==> config.mk <==
export PLATFORM = sky130hd
export DESIGN_NAME = fib_pwm_scheduler
export DESIGN_NICKNAME = d
export VERILOG_FILES = /design/src/rtl/fib_pwm_scheduler.sv
export SDC_FILE = /design/constraint.sdc
export NUM_CORES = 1
export LEC_CHECK = 0
export CAP_MARGIN = 25
export CORE_MARGIN = 3
export CORE_UTILIZATION = 45
export DETAILED_ROUTE_END_ITERATION = 10
export PLACE_DENSITY = 0.7
export SYNTH_ARGS = -nofsm -noshare
export SYNTH_HDL_FRONTEND = slang
export SYNTH_SLANG_ARGS = --single-unit
export TNS_END_PERCENT = 10
==> constraint.sdc <==
create_clock -name clk -period 5.6 [get_ports clk]
set_input_delay 1.12 -clock clk [delete_from_list [all_inputs] [get_ports clk]]
set_output_delay 1.12 -clock clk [all_outputs]
set_load 0.01 [all_outputs]
==> src/rtl/fib_pwm_scheduler.sv <==
// fib_pwm_scheduler
// NUM_CH Fibonacci breathing-PWM channels share one WIDTH-bit adder.
// Each tick starts a round-robin sweep that advances one channel per clock.
// Optional feature macro: FIB_SCHED_TICK_QUEUE_EN adds a one-deep pending-tick
// flag, so a tick that arrives during a sweep is kept instead of dropped.
module fib_pwm_scheduler #(
    parameter int NUM_CH = 4,
    parameter int WIDTH  = 8
) (
    input  logic                      clk,
    input  logic                      rst_n,
    input  logic                      tick,
    input  logic [NUM_CH-1:0]         ch_en,
    input  logic                      cfg_valid,
    output logic                      cfg_ready,
    input  logic [$clog2(NUM_CH)-1:0] cfg_ch,
    input  logic [WIDTH-1:0]          cfg_limit,
    output logic [NUM_CH-1:0]         pwm_out,
    output logic                      busy,
    output logic                      tick_overrun,
    input  logic                      overrun_clr
);

    localparam int              PW      = $clog2(NUM_CH);
    localparam logic [PW-1:0]   LAST_CH = PW'(NUM_CH - 1);

    typedef enum logic {
        IDLE  = 1'b0,
        SWEEP = 1'b1
    } state_t;

    // Sequencer state
    state_t          state_q, state_d;
    logic [PW-1:0]   ptr_q, ptr_d;
    logic            overrun_q, overrun_d;
    logic            overrun_set;
`ifdef FIB_SCHED_TICK_QUEUE_EN
    logic            pend_q, pend_d;
`endif

    // Per-channel register file
    logic [WIDTH-1:0]  count_q    [NUM_CH];
    logic [WIDTH-1:0]  fib_curr_q [NUM_CH];
    logic [WIDTH-1:0]  fib_prev_q [NUM_CH];
    logic [WIDTH-1:0]  limit_q    [NUM_CH];
    logic [NUM_CH-1:0] phase_q;
    logic [NUM_CH-1:0] pwm_q;

    // Selected channel and its next state
    logic [WIDTH-1:0] cur_count, cur_fib, cur_prev, cur_limit;
    logic             cur_phase, cur_en;
    logic             at_top, grow, wrap;
    logic [WIDTH-1:0] add_a, add_b;
    logic [WIDTH:0]   sum;
    logic [WIDTH-1:0] nx_count, nx_fib, nx_prev;
    logic             nx_phase;

    logic             cfg_accept;
    logic [WIDTH-1:0] cfg_limit_eff;
    logic             sweep_we;

    assign busy          = (state_q == SWEEP);
    assign cfg_ready     = !busy;
    assign cfg_accept    = cfg_valid && cfg_ready;
    // A limit of zero would pin the channel forever; treat it as one.
    assign cfg_limit_eff = (cfg_limit == '0) ? WIDTH'(1) : cfg_limit;
    assign sweep_we      = (state_q == SWEEP);
    assign tick_overrun  = overrun_q;
    // Disabling a channel silences its pad at once; stored state waits for the sweep.
    assign pwm_out       = pwm_q & ch_en;

    // Sequencer registers: state, sweep pointer, sticky overrun, pending tick.
    // NOTE: sequential state uses <= so every flop samples pre-edge values;
    // blocking = here would make results depend on statement order.
    always_ff @(posedge clk or negedge rst_n) begin
        if (!rst_n) begin
            state_q   <= IDLE;
            ptr_q     <= '0;
            overrun_q <= 1'b0;
`ifdef FIB_SCHED_TICK_QUEUE_EN
            pend_q    <= 1'b0;
`endif
        end else begin
            state_q   <= state_d;
            ptr_q     <= ptr_d;
            overrun_q <= overrun_d;
`ifdef FIB_SCHED_TICK_QUEUE_EN
            pend_q    <= pend_d;
`endif
        end
    end

    // Next-state logic: start on tick, walk channels, restart or drop extra ticks.
    // NOTE: every signal gets a default first so no path leaves it unassigned,
    // which would otherwise infer a latch.
    always_comb begin
        state_d     = state_q;
        ptr_d       = ptr_q;
        overrun_set = 1'b0;
`ifdef FIB_SCHED_TICK_QUEUE_EN
        pend_d      = pend_q;
`endif
        unique case (state_q)
            IDLE: begin
                if (tick) begin
                    state_d = SWEEP;
                    ptr_d   = '0;
                end
            end
            SWEEP: begin
                if (ptr_q == LAST_CH) begin
`ifdef FIB_SCHED_TICK_QUEUE_EN
                    // A queued tick (or one arriving now) chains the next sweep
                    // back-to-back; if both exist the new one stays queued.
                    if (pend_q || tick) begin
                        ptr_d  = '0;
                        pend_d = pend_q && tick;
                    end else begin
                        state_d = IDLE;
                    end
`else
                    state_d     = IDLE;
                    overrun_set = tick;
`endif
                end else begin
                    ptr_d = ptr_q + 1'b1;
`ifdef FIB_SCHED_TICK_QUEUE_EN
                    if (tick) begin
                        if (pend_q) overrun_set = 1'b1;
                        else        pend_d      = 1'b1;
                    end
`else
                    overrun_set = tick;
`endif
                end
            end
            default: begin
                state_d = IDLE;
                ptr_d   = '0;
            end
        endcase
        // Set wins over clear when both happen in the same cycle.
        if (overrun_set)      overrun_d = 1'b1;
        else if (overrun_clr) overrun_d = 1'b0;
        else                  overrun_d = overrun_q;
    end

    // Channel step for the channel under the pointer, built around the one adder.
    always_comb begin
        cur_count = count_q[ptr_q];
        cur_fib   = fib_curr_q[ptr_q];
        cur_prev  = fib_prev_q[ptr_q];
        cur_limit = limit_q[ptr_q];
        cur_phase = phase_q[ptr_q];
        cur_en    = ch_en[ptr_q];

        at_top = (cur_count == cur_fib);
        grow   = at_top && cur_phase;

        // Operand mux: grow the Fibonacci pair at the end of LOW, else count up.
        add_a = grow ? cur_fib  : cur_count;
        add_b = grow ? cur_prev : WIDTH'(1);
        sum   = {1'b0, add_a} + {1'b0, add_b};
        wrap  = sum[WIDTH] || (sum[WIDTH-1:0] > cur_limit);

        nx_count = cur_count;
        nx_fib   = cur_fib;
        nx_prev  = cur_prev;
        nx_phase = cur_phase;

        if (!cur_en) begin
            nx_count = '0;
            nx_fib   = WIDTH'(1);
            nx_prev  = '0;
            nx_phase = 1'b0;
        end else if (at_top) begin
            nx_count = '0;
            nx_phase = !cur_phase;
            if (cur_phase) begin
                if (wrap) begin
                    nx_fib  = WIDTH'(1);
                    nx_prev = '0;
                end else begin
                    nx_fib  = sum[WIDTH-1:0];
                    nx_prev = cur_fib;
                end
            end
        end else begin
            nx_count = sum[WIDTH-1:0];
        end
    end

    // Register file writes: config (only when idle) or the swept channel.
    // NOTE: the register file is built from flops, not a RAM macro, so it takes
    // the asynchronous reset like any other state.
    always_ff @(posedge clk or negedge rst_n) begin
        if (!rst_n) begin
            for (int i = 0; i < NUM_CH; i++) begin
                count_q[i]    <= '0;
                fib_curr_q[i] <= WIDTH'(1);
                fib_prev_q[i] <= '0;
                limit_q[i]    <= '1;
            end
            phase_q <= '0;
            pwm_q   <= '0;
        end else if (cfg_accept) begin
            count_q[cfg_ch]    <= '0;
            fib_curr_q[cfg_ch] <= WIDTH'(1);
            fib_prev_q[cfg_ch] <= '0;
            limit_q[cfg_ch]    <= cfg_limit_eff;
            phase_q[cfg_ch]    <= 1'b0;
            pwm_q[cfg_ch]      <= 1'b1;
        end else if (sweep_we) begin
            count_q[ptr_q]    <= nx_count;
            fib_curr_q[ptr_q] <= nx_fib;
            fib_prev_q[ptr_q] <= nx_prev;
            phase_q[ptr_q]    <= nx_phase;
            pwm_q[ptr_q]      <= !nx_phase;
        end
    end

endmodule

# After elaboration in Yosys (flattened, before gate mapping)
# Index checks and enable logic that the tools add are counted.
[word_totals] reg_bits=140 out_inout_bits=7
[classes] n_addsub=2 order_cmp=9 n_eq_ne=4 mux=64 n_bitwise=13 reduce_logical=14
[op_table] operator="$mux W32" n=6
[op_table] operator="$mux W8" n=23
[op_table] operator="$bwmux W32" n=4
[op_table] operator="$and A32 B32 Y32" n=2
[op_table] operator="$bmux W8 S2" n=4
[op_table] operator="$demux W8 S2" n=2
[op_table] operator="$not A32 Y32" n=1
[op_table] operator="$and A28 B28 Y28" n=1
[op_table] operator="$not A28 Y28" n=1
[op_table] operator="$mux W4" n=4
[op_table] operator="$mux W1" n=11
[op_table] operator="$add A8 B8 Y9" n=1
[op_table] operator="$and A4 B4 Y4" n=2
[op_table] operator="$bwmux W4" n=2
[op_table] operator="$eq A8 B8 Y1" n=1
[op_table] operator="$gt A8 B8 Y1" n=1
[op_table] operator="$logic_not A8 Y1" n=1
[op_table] operator="$or A4 B4 Y4" n=2
[op_table] operator="$ge A3 B3 Y1 const B" n=2
[op_table] operator="$logic_and A1 B1 Y1" n=6
[op_table] operator="$lt A2 B3 Y1 const B" n=2
[op_table] operator="$lt A3 B1 Y1 const B" n=2
[op_table] operator="$not A2 Y3" n=2
[op_table] operator="$bmux W1 S2" n=2
[op_table] operator="other kinds (14)" n=21

# Logic depth before layout (Yosys ltp)
[logic_depth] ltp_word=17 ltp_mapped=27

# Least setup slack after synthesis
# No wires, ideal clock.
[synth_timing] path_kind="reg-to-reg" startpoint="register ptr_q[1]" endpoint="register fib_curr_q[15] (netlist bit)" arrival_time_ns=6.103 required_time_ns=5.513 slack_ns=-0.590 stages_incl_launch_ff=27 n_path_buf=5 path_cell_list="dfrtp_1 clkbuf_1 clkbuf_1 mux4_2 xnor2_1 nand4_1 or2_0 clkbuf_1 inv_1 ha_1 clkbuf_1 mux2_2 ha_1 fa_1 a21o_1 a21oi_1 o21bai_1 a21oi_1 xor2_1 inv_1 ha_1 nand4_1 or3_1 o21ai_1 nand4b_4 buf_6 o211ai_1"
[synth_between] elab_chain_cells=17
[synth_rtl] element="start: declaration" line_no="34" rtl="logic [PW-1:0] ptr_q, ptr_d;"
[synth_rtl] element="start signal: assignment" line_no="85" rtl="ptr_q <= ptr_d;"
[synth_rtl] element="$not A2 Y3 (not written as such)"
[synth_rtl] element="$bmux W8 S2 (on tied branches)" line_no="150, 151"
[synth_rtl] element="$mux W8 (on tied branches) (2 in a row)" line_no="150, 151"
[synth_rtl] element="$eq A8 B8 Y1" line_no="157" rtl="at_top = (cur_count == cur_fib);"
[synth_rtl] element="$logic_and A1 B1 Y1" line_no="158" rtl="grow = at_top && cur_phase;"
[synth_rtl] element="$mux W8 (on tied branches)" line_no="161, 162"
[synth_rtl] element="$add A8 B8 Y9" line_no="163" rtl="sum = {1'b0, add_a} + {1'b0, add_b};"
[synth_rtl] element="$gt A8 B8 Y1" line_no="164" rtl="wrap = sum[WIDTH] || (sum[WIDTH-1:0] > cur_limit);"
[synth_rtl] element="$logic_or A1 B1 Y1" line_no="164"
[synth_rtl] element="$mux W8" line_no="180" rtl="if (wrap) begin"
[synth_rtl] element="$mux W8" line_no="179" rtl="if (cur_phase) begin"
[synth_rtl] element="$mux W8" line_no="176" rtl="end else if (at_top) begin"
[synth_rtl] element="$mux W8" line_no="171" rtl="if (!cur_en) begin"
[synth_rtl] element="$bwmux W32 *" line_no="215" rtl="fib_curr_q[ptr_q] <= nx_fib;"
[synth_rtl] element="$mux W32 *" line_no="213" rtl="end else if (sweep_we) begin"
[synth_rtl] element="$mux W32 *" line_no="206" rtl="end else if (cfg_accept) begin"
[synth_rtl] element="end signal: indexed assignment" line_no="215"
[synth_rtl] element="end: declaration" line_no="43" rtl="logic [WIDTH-1:0] fib_curr_q [NUM_CH];"
# Mark *: on every way between the ends. The rest lies on a longest branch, timed or not. The select of a mux whose other input is x is not followed.
# A chain may end at the register's enable or synchronous reset.

# Worst setup path after layout
[layout_timing] startpoint="register ptr_q[0]" endpoint="register fib_prev_q[3] (netlist bit)"
[layout_between] elab_chain_cells=17
[layout_rtl] element="$not A2 Y3 (not written as such)"
[layout_rtl] element="$bmux W8 S2 (on tied branches)" line_no="150, 151"
[layout_rtl] element="$mux W8 (on tied branches) (2 in a row)" line_no="150, 151"
[layout_rtl] element="$eq A8 B8 Y1" line_no="157"
[layout_rtl] element="$logic_and A1 B1 Y1" line_no="158"
[layout_rtl] element="$mux W8 (on tied branches)" line_no="161, 162"
[layout_rtl] element="$add A8 B8 Y9" line_no="163"
[layout_rtl] element="$gt A8 B8 Y1" line_no="164"
[layout_rtl] element="$logic_or A1 B1 Y1" line_no="164"
[layout_rtl] element="$mux W8" line_no="180"
[layout_rtl] element="$mux W8" line_no="179"
[layout_rtl] element="$mux W8" line_no="176"
[layout_rtl] element="$mux W8" line_no="171"
[layout_rtl] element="$bwmux W32 *" line_no="216" rtl="fib_prev_q[ptr_q] <= nx_prev;"
[layout_rtl] element="$mux W32 *" line_no="213"
[layout_rtl] element="$mux W32 *" line_no="206"
[layout_rtl] element="end signal: indexed assignment" line_no="216"
[layout_rtl] element="end: declaration" line_no="44" rtl="logic [WIDTH-1:0] fib_prev_q [NUM_CH];"
# Marks and branches as above.

==> summary.txt <==
Status -> finished, violations left
Violated checks -> setup timing
Number of synthesized flops with an enable pin -> 0
Met2 GRT Util -> 0.390
Post-synthesis mux area share -> 0.171
Crit path time final -> 5.62 ns
Slew HR -> 0.389
Fin nets -> 785
Routed Antenna Nets -> 0
Max VDD drop -> 0.383 mV
Crit end category -> flip-flop
Cell taking the most area after synthesis -> dfrtp_1
Fin. max-slew vios -> 0
RR Startpoint -> ptr_q[0]
Required time of the critical path -> 5.94 ns
R2R depth -> 24
Starting DRT DRC Count -> 723
Hold Path Class -> flip-flop to flip-flop
Post-synth top cells -> dfrtp_1, nand2_1, nand3_1
Die width -> 137 µm
Vert. Die Dim -> 137 µm
WHS -> 0.492 ns
H-tree levels -> 4
Kind of critical path -> flip-flop to flip-flop
Met3 Usage GRT -> 0.0636
Synth Flop Type -> dfrtp_1
Max-cap violation count -> 0
Synthesized area per cell -> 11.2 µm²
Synthesis-stage register bit count -> 140
Main combinational cell family by area after synthesis -> multiplexers
WL final -> 21.8 mm
Max Freq -> 178 MHz
Fin util -> 0.558
Routed vias/inst -> 6.37
CTS root buffer -> clkbuf_16
Post-synthesis xor/xnor area fraction -> 0.0158
Tcrit/Tclk final -> 1.00
Remaining DRCs -> 0
DR WL/cell -> 22.4 µm
Initial Util -> 0.464
CTS Buf Count -> 17
Hold buffers post-CTS -> 0
Met1 Track Usage GR -> 0.309
Total chip power -> 4790 µW
Pwr per Cell Area -> 512 nW/µm²
Synth top area cells -> dfrtp_1, dfstp_2, mux4_2
Vias in the first global route -> 6467
Distinct cells, synth -> 48
Cell Rows -> 47
Worst Hold End -> phase_q[1]
Lkg Pwr -> 0.00392 µW
Compound-cell area share of the yosys netlist -> 0.147
Hold Path Depth -> 2
Overflow after GRT -> 0
Share of layout cells above drive strength 1 -> 0.309
Worst-path clk slew -> 0.06 ns
Ant diodes -> 0
Seq/Total Area, Yosys -> 0.456
TritonCTS clock tree -> done
Grt peak-use layer -> met2
First-pass iteration count of the detailed router -> 8
Layout Skew -> 0.00978 ns
Slew at the pin with the worst max-slew slack -> 0.912 ns
Vias -> 6226
Area Overhead vs Synth -> 20.3%
Hold Startpoint -> phase_q[1]
Endpoints failing setup -> 6
Core area -> 16800 µm²
Antenna violations before repair -> 0
FF-to-FF setup slack -> -0.02 ns
PortBufs -> 25
Fill cells -> 1361
Synthesized netlist cell count -> 694
Top-count cell post-synth -> dfrtp_1
Yosys warnings -> 0
Boundary pin count -> 26
Top-area cell type share of the netlist area -> 0.335
Crit path max fanout -> 8
Critical Path AT -> 5.96 ns
Unrepaired setup endpoints after global routing -> yes
Synth Area in Simple Gates -> 0.128
Slack of the critical path -> -0.0236 ns
Critical Path Source Type -> flip-flop
Clock Sinks -> 140
First-pass GRT wire length -> 34.8 mm
Hold Vio Cnt, Final -> 0
Clock buffer depth -> 2
Area of the die -> 18900 µm²
Worst r2r dst -> fib_prev_q[3]
Placed wire-length estimate -> 14.0 mm
Mapped Area -> 7780 µm²
Post-Synth Adder-Cell Area -> 0.0364
Worst-Skew Late Latency -> 0.43 ns
Critical Path Source -> ptr_q[0]
Ys async rst share -> 1.00
Placer Congestion -> 1.01
Pin count of the biggest net entering global routing -> 89
GRT Total Usage -> 0.241
Dpl ws -> -0.235 ns
Mapped Nets -> 735
[layer usage]
metal | part of all wire | up-vias | routed length, µm
li1 | - | 2697 | -
met5 | 0 | - | 0
met1 | 0.39 | 3141 | 8500
met3 | 0.094 | 44 | 2040
met4 | 0.021 | 0 | 469
met2 | 0.50 | 344 | 10800
[cells by family after synthesis]
family	count (synthesis)
xor gates and xnor gates	14
DFF	140
buffers and inverters	76
AOI/OAI and AO/OA	163
muxes	85
adders and majority gates	22
and+or+nand+nor	194
[registers in the layout, summed over array words and instances (netlist names)]
register,flops
ptr_q,2
fib_prev_q,32
limit_q,32
pwm_q,4
phase_q,4
busy,1
tick_overrun,1
count_q,32
fib_curr_q,32
[repair_timing]
item | in CTS | in global routing
pin swaps | 5 | 16
resized for setup | 12 | 22
setup buffers | 6 | 15
setup endpoints to repair | 63 | 64
gates cloned | 0 | 2
[per-stage QoR]
step,instances,setup TNS (ns),cell area (µm²)
3_3_place_gp,921,-3.51,8360
5_1_grt,977,-11.08,9360
4_1_cts,960,0,9100
6_report,977,-0.0524,9360
3_5_place_dp,922,-9.78,8390
2_1_floorplan,694,0,7810
[cells in the final DEF, fill, tap and decap left out, types with 14 or more instances in the layout]
cell / Yosys / layout
nand3_1: 55 / 55
mux4_2: 34 / 34
and2_1: 13 / 14
dfstp_2: 36 / 36
buf_4: 0 / 41
inv_1: 28 / 25
clkdlybuf4s50_1: 0 / 24
clkbuf_16: 0 / 23
o211ai_1: 47 / 47
ha_1: 21 / 17
dfrtp_1: 104 / 102
a22o_1: 21 / 21
nand2_1: 78 / 78
mux2_2: 44 / 42
o21ai_1: 15 / 16
o21ai_0: 25 / 23
[final cells by class]
type / instances / area, µm² / share of cell area
Clock buffer: 22 / 529 / 0.0566
Inverter: 28 / 105 / 0.0112
Sequential cell: 140 / 3550 / 0.380
Multi-Input combinational cell: 478 / 4020 / 0.430
Timing Repair Buffer: 79 / 805 / 0.0860
Tap cell: 220 / 275 / 0.0294
Clock inverter: 10 / 70.1 / 0.00749
[where the power goes]
group / leakage, µW / switching, µW / internal, µW
Sequential: 0.00179 / 147 / 1330
Clock: 0.000298 / 451 / 674
Combinational: 0.00183 / 1250 / 939
[how the worst max path moves through the flow]
stage                     end  slack, ns  depth (start not counted)
2_1_floorplan  fib_curr_q[15]       0.01                         26
3_3_place_gp   fib_prev_q[30]      -0.10                         22
3_5_place_dp   fib_prev_q[30]      -0.23                         22
4_1_cts        fib_prev_q[30]       0.03                         23
5_1_grt         fib_curr_q[2]      -0.30                         24
6_report        fib_prev_q[3]      -0.02                         24
[critical path: stages (launching register included)]
cell and delay, ns:
dfrtp_2 0.48, buf_6 0.18, mux4_2 0.57, xnor2_2 0.22
nand4_1 0.17, or2_1 0.27, inv_1 0.07, ha_2 0.21
buf_8 0.12, mux2_4 0.32, fa_2 0.40, a21o_1 0.18
a21oi_2 0.16, o21bai_1 0.08, a21oi_1 0.17, xor2_1 0.25
inv_2 0.12, ha_4 0.28, nand4_1 0.09, or3_4 0.35
o21ai_4 0.08, buf_12 0.15, nand4b_4 0.18, buf_12 0.21
o211ai_1 0.18
Power figures use the tool's default switching activity.
